## src/rtl/alu_control_unit.sv

```systemverilog
// Multi-cycle instruction sequencer for the registered 16-bit ALU: fetch, decode, execute, write-back.
// Optional multiply decode is enabled by defining ALU_CTRL_MUL_EN.
module alu_control_unit #(
    parameter int ADDR_W = 8
) (
    input  logic              clk,
    input  logic              rst_n,
    output logic              imem_req,
    output logic [ADDR_W-1:0] imem_addr,
    input  logic              imem_ack,
    input  logic [15:0]       imem_data,
    input  logic              z_flag,
    output logic [2:0]        alu_sel,
    output logic [3:0]        reg_sel,
    output logic              acc_ld,
    output logic              reg_ld,
    output logic              halted,
    output logic              illegal
);

    typedef enum logic [2:0] {
        S_FETCH  = 3'd0,
        S_DECODE = 3'd1,
        S_EXEC   = 3'd2,
        S_WB     = 3'd3,
        S_HALT   = 3'd4
    } state_t;

    localparam logic [3:0] OP_ADD  = 4'h0;
    localparam logic [3:0] OP_SUB  = 4'h1;
`ifdef ALU_CTRL_MUL_EN
    localparam logic [3:0] OP_MUL  = 4'h2;
`endif
    localparam logic [3:0] OP_MOVA = 4'h3;
    localparam logic [3:0] OP_MOVB = 4'h4;
    localparam logic [3:0] OP_STR  = 4'h5;
    localparam logic [3:0] OP_JMP  = 4'h8;
    localparam logic [3:0] OP_JZ   = 4'h9;
    localparam logic [3:0] OP_JNZ  = 4'hA;
    localparam logic [3:0] OP_HALT = 4'hF;

    localparam logic [2:0] ALU_PASS_B = 3'b100;

    function automatic logic op_is_alu(input logic [3:0] op);
`ifdef ALU_CTRL_MUL_EN
        return (op == OP_ADD) || (op == OP_SUB) || (op == OP_MUL) ||
               (op == OP_MOVA) || (op == OP_MOVB);
`else
        return (op == OP_ADD) || (op == OP_SUB) ||
               (op == OP_MOVA) || (op == OP_MOVB);
`endif
    endfunction

    function automatic logic op_is_defined(input logic [3:0] op);
        return op_is_alu(op) || (op == OP_STR) || (op == OP_JMP) ||
               (op == OP_JZ) || (op == OP_JNZ) || (op == OP_HALT);
    endfunction

    state_t              r_state;
    logic [ADDR_W-1:0]   r_pc;
    logic [15:0]         r_ir;
    logic                r_zr;
    logic                r_imem_req;
    logic [2:0]          r_alu_sel;
    logic                r_acc_ld;
    logic                r_reg_ld;
    logic                r_halted;
    logic                r_illegal;

    state_t              w_state_next;
    logic [ADDR_W-1:0]   w_pc_next;
    logic [15:0]         w_ir_next;
    logic                w_zr_next;
    logic [3:0]          w_op;
    logic [3:0]          w_op_next;
    logic [ADDR_W-1:0]   w_target;

    assign w_op      = r_ir[15:12];
    assign w_target  = r_ir[ADDR_W-1:0];
    assign w_op_next = w_ir_next[15:12];

    always_comb begin
        w_state_next = r_state;
        w_pc_next    = r_pc;
        w_ir_next    = r_ir;
        w_zr_next    = r_zr;
        case (r_state)
            S_FETCH: begin
                if (imem_ack) begin
                    w_ir_next    = imem_data;
                    w_pc_next    = r_pc + ADDR_W'(1);
                    w_state_next = S_DECODE;
                end
            end
            S_DECODE: begin
                if (op_is_alu(w_op) || (w_op == OP_STR)) begin
                    w_state_next = S_EXEC;
                end else if (w_op == OP_HALT) begin
                    w_state_next = S_HALT;
                end else begin
                    // Jumps resolve here so the target is fetched next cycle; undefined ops fall through as NOP.
                    if ((w_op == OP_JMP) || ((w_op == OP_JZ) && r_zr) ||
                        ((w_op == OP_JNZ) && !r_zr)) begin
                        w_pc_next = w_target;
                    end
                    w_state_next = S_FETCH;
                end
            end
            S_EXEC: begin
                w_state_next = (w_op == OP_STR) ? S_FETCH : S_WB;
            end
            S_WB: begin
                if ((w_op == OP_ADD) || (w_op == OP_SUB)) begin
                    w_zr_next = z_flag;
                end
                w_state_next = S_FETCH;
            end
            S_HALT: begin
                w_state_next = S_HALT;
            end
            default: begin
                w_state_next = S_FETCH;
            end
        endcase
    end

    // Outputs are registered from the next state so they align with the state they describe.
    always_ff @(posedge clk) begin
        if (!rst_n) begin
            r_state    <= S_FETCH;
            r_pc       <= '0;
            r_ir       <= '0;
            r_zr       <= 1'b0;
            r_imem_req <= 1'b1;
            r_alu_sel  <= ALU_PASS_B;
            r_acc_ld   <= 1'b0;
            r_reg_ld   <= 1'b0;
            r_halted   <= 1'b0;
            r_illegal  <= 1'b0;
        end else begin
            r_state    <= w_state_next;
            r_pc       <= w_pc_next;
            r_ir       <= w_ir_next;
            r_zr       <= w_zr_next;
            r_imem_req <= (w_state_next == S_FETCH);
            r_alu_sel  <= ((w_state_next == S_EXEC) && op_is_alu(w_op_next)) ?
                          w_ir_next[14:12] : ALU_PASS_B;
            r_acc_ld   <= (w_state_next == S_WB);
            r_reg_ld   <= (w_state_next == S_EXEC) && (w_op_next == OP_STR);
            r_halted   <= (w_state_next == S_HALT);
            r_illegal  <= (w_state_next == S_DECODE) && !op_is_defined(w_op_next);
        end
    end

    assign imem_req  = r_imem_req;
    assign imem_addr = r_pc;
    assign reg_sel   = r_ir[11:8];
    assign alu_sel   = r_alu_sel;
    assign acc_ld    = r_acc_ld;
    assign reg_ld    = r_reg_ld;
    assign halted    = r_halted;
    assign illegal   = r_illegal;

endmodule

```

## config.mk

```make
export PLATFORM = sky130hd
export DESIGN_NAME = alu_control_unit
export DESIGN_NICKNAME = d
export VERILOG_FILES = /design/src/rtl/alu_control_unit.sv
export SDC_FILE = /design/constraint.sdc
export NUM_CORES = 1
export LEC_CHECK = 0
export CORE_ASPECT_RATIO = 0.7
export CORE_MARGIN = 2
export CORE_UTILIZATION = 25
export DETAILED_ROUTE_END_ITERATION = 16
export HOLD_SLACK_MARGIN = 0.02
export PLACE_DENSITY = 0.54
export SYNTH_ARGS = -nofsm -noshare
export SYNTH_HDL_FRONTEND = slang
export SYNTH_SLANG_ARGS = --single-unit
```

## constraint.sdc

```tcl
create_clock -name clk -period 2.4 [get_ports clk]
set_clock_uncertainty 0.15 [all_clocks]
set_input_delay 0.24 -clock clk [delete_from_list [all_inputs] [get_ports clk]]
set_output_delay 0.24 -clock clk [all_outputs]
set_load 0.005 [all_outputs]
```

==> results of run 1 <==
[sequential cells by signal, summed over array words and instances (netlist names)]
| signal | count |
|---|---|
| r_zr | 1 |
| reg_ld | 1 |
| r_ir | 16 |
| imem_addr | 8 |
| imem_req | 1 |
| illegal | 1 |
| halted | 1 |
| r_state | 3 |
| acc_ld | 1 |
| alu_sel | 3 |
[stage by stage]
step,cell area [sq um],hold WS [ns],power [mW]
global placement,2190,0.292,0.915
detailed placement,2190,0.298,0.915
floorplan,1720,0.224,0.808
CTS,2270,0.309,1.35
global route,2270,0.330,1.41
finish,2270,0.304,1.33
[path summary, 6_finish.rpt]
kind,slack [ns],cells after the start,startpoint,to
setup / recovery,0.31,4,r_state[0]$_SDFF_PN0_,acc_ld$_SDFF_PN0_
hold / removal,0.30,2,r_ir[9]$_SDFFE_PN0P_,r_ir[9]$_SDFFE_PN0P_
setup reg to reg,0.31,4,r_state[0]$_SDFF_PN0_,acc_ld$_SDFF_PN0_
hold reg to reg,0.30,2,r_ir[9]$_SDFFE_PN0P_,r_ir[9]$_SDFFE_PN0P_
[logic make-up (layout without fill, tap and decap cells)]
family,Yosys count,in the layout,share of synthesized area
AOI/OAI and AO/OA,54,54,0.202
xor gates and xnor gates,1,1,0.00509
adders and majority gates,1,1,0.00727
buffers and inverters,23,59,0.0669
DFF,36,36,0.419
muxes,3,3,0.0174
and+or+nand+nor,91,91,0.283
[per-layer routing]
layer / wire length [microns] / up-vias
met5: 0 / -
met4: 49 / 0
met3: 328 / 6
met2: 1820 / 54
met1: 2310 / 732
li1: - / 811
[worst min-delay path, stage by stage, from the launching register on]
cell	delay, ns
dfxtp_1	0.31
nand2_1	0.05
a21oi_1	0.05
[Yosys cell counts (2+ instances only)]
cell	count
a211oi_1	2
a21oi_1	24
and2_1	5
and3_1	2
buf_2	5
buf_4	4
clkbuf_1	7
dfxtp_1	36
inv_1	5
mux2i_1	3
nand2_1	36
nand3_1	6
nand4_1	3
nand4b_1	2
nor2_1	12
nor2b_1	2
nor3_1	2
nor3b_1	4
nor4_1	2
nor4bb_1	2
o211ai_1	2
o21ai_0	8
o311ai_0	5
o31ai_1	4
or2_2	3
or3_1	3
[area by class of cell]
type | instances | area share
multi-input combinational | 150 | 0.390
sequential | 36 | 0.317
timing repair buffer | 46 | 0.195
tap | 94 | 0.0517
clock buffer | 5 | 0.0303
clock inverter | 3 | 0.00826
inverter | 5 | 0.00826
[power groups by stage]
stage               logic [mW]  clock network (mW)  registers [mW]
finish                   0.232               0.431           0.668
floorplan                0.144                   0           0.663
CTS                      0.235               0.450           0.667
global placement         0.233                   0           0.681
global route             0.260               0.474           0.673
detailed placement       0.234                   0           0.681
==> summary.txt, run 1 <==
Clock network
  • Clock tree sinks: 36
  • CTS tree: built
  • Clk_lat worst skew: 0.29 ns
  • H-Tree Depth: 2
  • Clk root buf: clkbuf_8
  • CTS clk-pin slew, worst paths: 0.08 ns
  • Clock buffers created by TritonCTS: 5
  • Post-CTS Hold Fix Bufs: 0
  • Resize count post-CTS: 0
  • CTS max path bufs: 2
  • Setup Fix Bufs, Post-CTS: 0

Global routing
  • Total track usage: 0.126
  • GR Util met3: 0.0409
  • Total global routing overflow: 0
  • Met2 GRT Util: 0.173
  • Initial antenna violation count: 0
  • Busiest grt layer: met1
  • Via count of the first global-routing pass: 1525
  • Met1 Use GR: 0.186
  • Largest net degree at the start of global routing: 20
  • First-pass GRT wire length: 7.36 mm

Detailed routing
  • First-pass DRT Iterations: 4
  • DR vias/cell: 4.73
  • Via count: 1603
  • DRC Markers: 0
  • Post-route ant nets: 0
  • WL/cell: 13.3 microns
  • DRT iter0 DRCs: 79
  • Post-Route WL: 4.51 mm

Critical path
  • Critical path capture point type: flop
  • Delay-heaviest family, CP: simple AND/OR/NAND/NOR gates
  • Slowest-stage cell, CP: a221oi_1
  • Worst EP required: 2.48 ns
  • Buffer and inverter count on the worst path: 1
  • WP data arrival: 2.16 ns
  • Startpoint Class: flop
  • CP Cell Sequence: inv_1, or4_1, a221oi_1, and2_1
  • CP max stage delay: 0.52 ns
  • Crit Path Class: flop to flop
  • Highest net fanout along the worst path: 8

Synth
  • Ys async rst share: 0
  • Yosys cell types: 46
  • Synth Net Count: 230
  • Synth warn: 0
  • Post-synth EDFFs: 0
  • Synthesized flop and latch total: 36
  • Syn Inst Count: 209
  • Synth area leaders: dfxtp_1 (42%), nand2_1 (7.8%), a21oi_1 (7.0%)
  • Avg Cell Area, Syn: 8.24 sq um
  • Top FF cell, synth: dfxtp_1
  • Top cell type's share of synthesized area: 0.419
  • Post-Synthesis Cell Area: 1720 sq um
  • Area leader, netlist: dfxtp_1
  • Register area share after synthesis: 0.419

Pwr
  • Switch Pwr: 380 uW
  • Seq pwr share: 0.502
  • Sw Share: 0.286
  • Combinational fraction of design power: 0.175
  • IR Drop Worst-Case VDD: 193 uV
  • PwrDens: 585 nW/um^2
  • Leakage power: 0.797 nW
  • Clock power frac: 0.324
  • Internal power: 951 uW

Timing
  • Max-slew headroom: 0.625
  • Setup_tns: 0 ns
  • Tmin final: 2.09 ns
  • Crit share post-route: 0.869
  • Worst setup margin: 0.314 ns
  • Final hold viol count: 0
  • RSZ-0062 raised after global routing: false
  • Max Slew Vio Count: 0
  • Tightest Pin Transition: 0.563 ns
  • FMAX: 479 MHz
  • Final setup vio count: 0

Floorplanning
  • Die ar.: 7580 sq um
  • Initial core utilization: 0.257
  • Die Height: 73.4 microns
  • Row Count: 25
  • Num ports: 40
  • DIE WIDTH: 103 microns
  • Core Area: 6690 sq um

Final layout
  • Diode count: 0
  • Most common cell after layout, fill and taps aside: clkdlybuf4s50_1
  • Final Util: 0.340
  • Final-layout fill cell count: 732
  • Multi-input logic area: 886 sq um
  • Non-filler cells in the finished layout: 339
  • Nets@finish: 265
  • Most frequent cells in the layout: clkdlybuf4s50_1 (39), nand2_1 (36), dfxtp_1 (36), a21oi_1 (24), nor2_1 (12)
  • Share of cells above drive strength 1: 0.0939
  • Synth-to-Final Area Change: 32.0%
  • FF/Latch Area: 721 sq um

Placed design
  • DP Wirelength: 3.26 mm
  • Dpl cells: 331
  • PortBufs: 39
  • Pre-CTS WS: 0.149 ns
  • GPL Wtd Cong: 0.895

Worst hold path
  • Worst Hold Class: flop to flop

Status
  • Outcome: completed

Run
  • Maxcap violations: 0
Power figures use the tool's default switching activity.
==> run 2: changes to the inputs <==
PLACE_DENSITY = 0.45   (was 0.54)
==> run 2 against run 1 <==
Clock power increased by 26%; critical path depth unchanged; sequential share of layout area decreased by 0.33 points; non-clock buffer count unchanged; sequential power about the same; register-to-register slack about the same; worst setup slack got worse by 0.0037 ns; global-route usage increased by 0.55 points; critical path type unchanged; highest routed layer unchanged.
==> summary.txt, run 2 (synthesis gave the netlist of run 1 again) <==
Status
  • Outcome: completed

Final layout
  • Diode count: 0
  • Most frequent cells in the layout: clkdlybuf4s50_1 (39), nand2_1 (36), dfxtp_1 (36), a21oi_1 (24), nor2_1 (12)
  • Max reg flops: 16
  • Most common cell after layout, fill and taps aside: clkdlybuf4s50_1
  • Post-route cell area: 2300 sq um
  • FF/Latch Area: 721 sq um
  • Multi-input logic area: 886 sq um
  • Share of cells above drive strength 1: 0.0939
  • Nets@finish: 265
  • Final-layout fill cell count: 744
  • Synth-to-Final Area Change: 33.4%
  • Largest Register: r_ir

Critical path
  • Highest net fanout along the worst path: 8
  • Worst EP required: 2.49 ns
  • WP data arrival: 2.18 ns
  • CP Cell Sequence: inv_1, or4_1, a221oi_1, and2_1
  • Slowest-stage cell, CP: dfxtp_1
  • Startpoint Class: flop
  • Crit Path Class: flop to flop
  • CP max stage delay: 0.51 ns
  • Critical path capture point type: flop

Detailed routing
  • Post-route ant nets: 0
  • DRC Markers: 0
  • WL/cell: 13.7 microns
  • Via count: 1602
  • DR vias/cell: 4.73
  • Post-Route WL: 4.65 mm
  • DRT iter0 DRCs: 78
  • First-pass DRT Iterations: 4

Clock network
  • CTS tree: built
  • Clk root buf: clkbuf_8
  • H-Tree Depth: 2
  • Clock buffers created by TritonCTS: 5
  • Clock tree sinks: 36
  • Resize count post-CTS: 0
  • Post-CTS Hold Fix Bufs: 0
  • Clk_lat worst skew: 0.29 ns
  • CTS clk-pin slew, worst paths: 0.08 ns
  • CTS max path bufs: 2
  • Setup Fix Bufs, Post-CTS: 0

Timing
  • Tmin final: 2.09 ns
  • Setup_tns: 0 ns
  • Max-slew headroom: 0.636
  • Crit share post-route: 0.871
  • Max Slew Vio Count: 0
  • Final setup vio count: 0
  • Tightest Pin Transition: 0.546 ns
  • FMAX: 479 MHz
  • RSZ-0062 raised after global routing: false
  • Final hold viol count: 0

Pwr
  • PwrDens: 629 nW/um^2
  • Leakage power: 0.803 nW
  • IR Drop Worst-Case VDD: 207 uV

Global routing
  • Total global routing overflow: 0
  • First-pass GRT wire length: 7.59 mm
  • Initial antenna violation count: 0
  • Largest net degree at the start of global routing: 23
  • Met2 GRT Util: 0.165
  • Busiest grt layer: met1
  • Via count of the first global-routing pass: 1476
  • GR Util met3: 0.0352
  • Total track usage: 0.132
  • Met1 Use GR: 0.213

Floorplanning
  • Die Height: 73.4 microns
  • Initial core utilization: 0.257
  • Core Area: 6690 sq um
  • DIE WIDTH: 103 microns
  • Num ports: 40
  • Row Count: 25
  • Die ar.: 7580 sq um

Worst hold path
  • Worst Hold Class: flop to flop

Run
  • Maxcap violations: 0

Placed design
  • PortBufs: 39
  • Placed Instance Area: 2190 sq um
  • GPL Wtd Cong: 0.769
  • DP Wirelength: 3.29 mm
==> run 2: changes by cell type in the layout (fill, tap and decap cells not counted) <==
cell,delta
clkinv_4,-1
clkinv_2,-1
bufinv_16,+1
clkinvlp_4,+1
==> run 2: final cells by class <==
class                   count  share of cell area
clock inverters             3              0.0185
flip-flops and latches     36               0.314
clock buffers               5              0.0300
well taps                  94              0.0512
inverters                   5             0.00817
repair buffers             46               0.193
multi-input cells         150               0.386
==> run 2: final timing paths <==
check / startpoint / endpoint / slack (ns) / cells after the start
max: r_state[0]$_SDFF_PN0_ / acc_ld$_SDFF_PN0_ / 0.31 / 4
min reg2reg: r_ir[2]$_SDFFE_PN0P_ / r_ir[2]$_SDFFE_PN0P_ / 0.31 / 2
min: r_ir[2]$_SDFFE_PN0P_ / r_ir[2]$_SDFFE_PN0P_ / 0.31 / 2
max reg2reg: r_state[0]$_SDFF_PN0_ / acc_ld$_SDFF_PN0_ / 0.31 / 4
==> run 2: per-layer routing <==
layer | part of all wire | vias up
met1 | 0.56 | 741
met4 | 0.0077 | 0
met2 | 0.38 | 44
met5 | 0 | -
met3 | 0.056 | 4
li1 | - | 813
==> run 2: worst max-delay path, delay by kind of cell (launching register included) <==
family / cells / cell delay, ns
buf+inv: 1 / 0.19
flops: 1 / 0.51
simple gates: 2 / 0.69
compound gates: 1 / 0.50
==> run 2: stage by stage <==
| stage | setup slack, ns | hold slack [ns] | total power [mW] | std cells | utilization |
|---|---|---|---|---|---|
| after floorplan | 0.534 | 0.224 | 0.808 | 209 | - |
| after global routing | 0.211 | 0.343 | 1.53 | 339 | 0.343 |
| after detailed placement | 0.128 | 0.302 | 0.918 | 331 | 0.327 |
| final | 0.311 | 0.306 | 1.44 | 339 | 0.343 |
| after CTS | 0.327 | 0.314 | 1.47 | 339 | 0.343 |
| after global placement | 0.170 | 0.297 | 0.920 | 331 | 0.327 |
==> run 2: where the power goes <==
part           leakage, nW  internal (mW)  total (mW)  switching [mW]
registers            0.294          0.630       0.669          0.0391
clock network       0.0541          0.308       0.542           0.234
logic                0.455          0.119       0.234           0.115
total                0.803           1.06        1.44           0.389
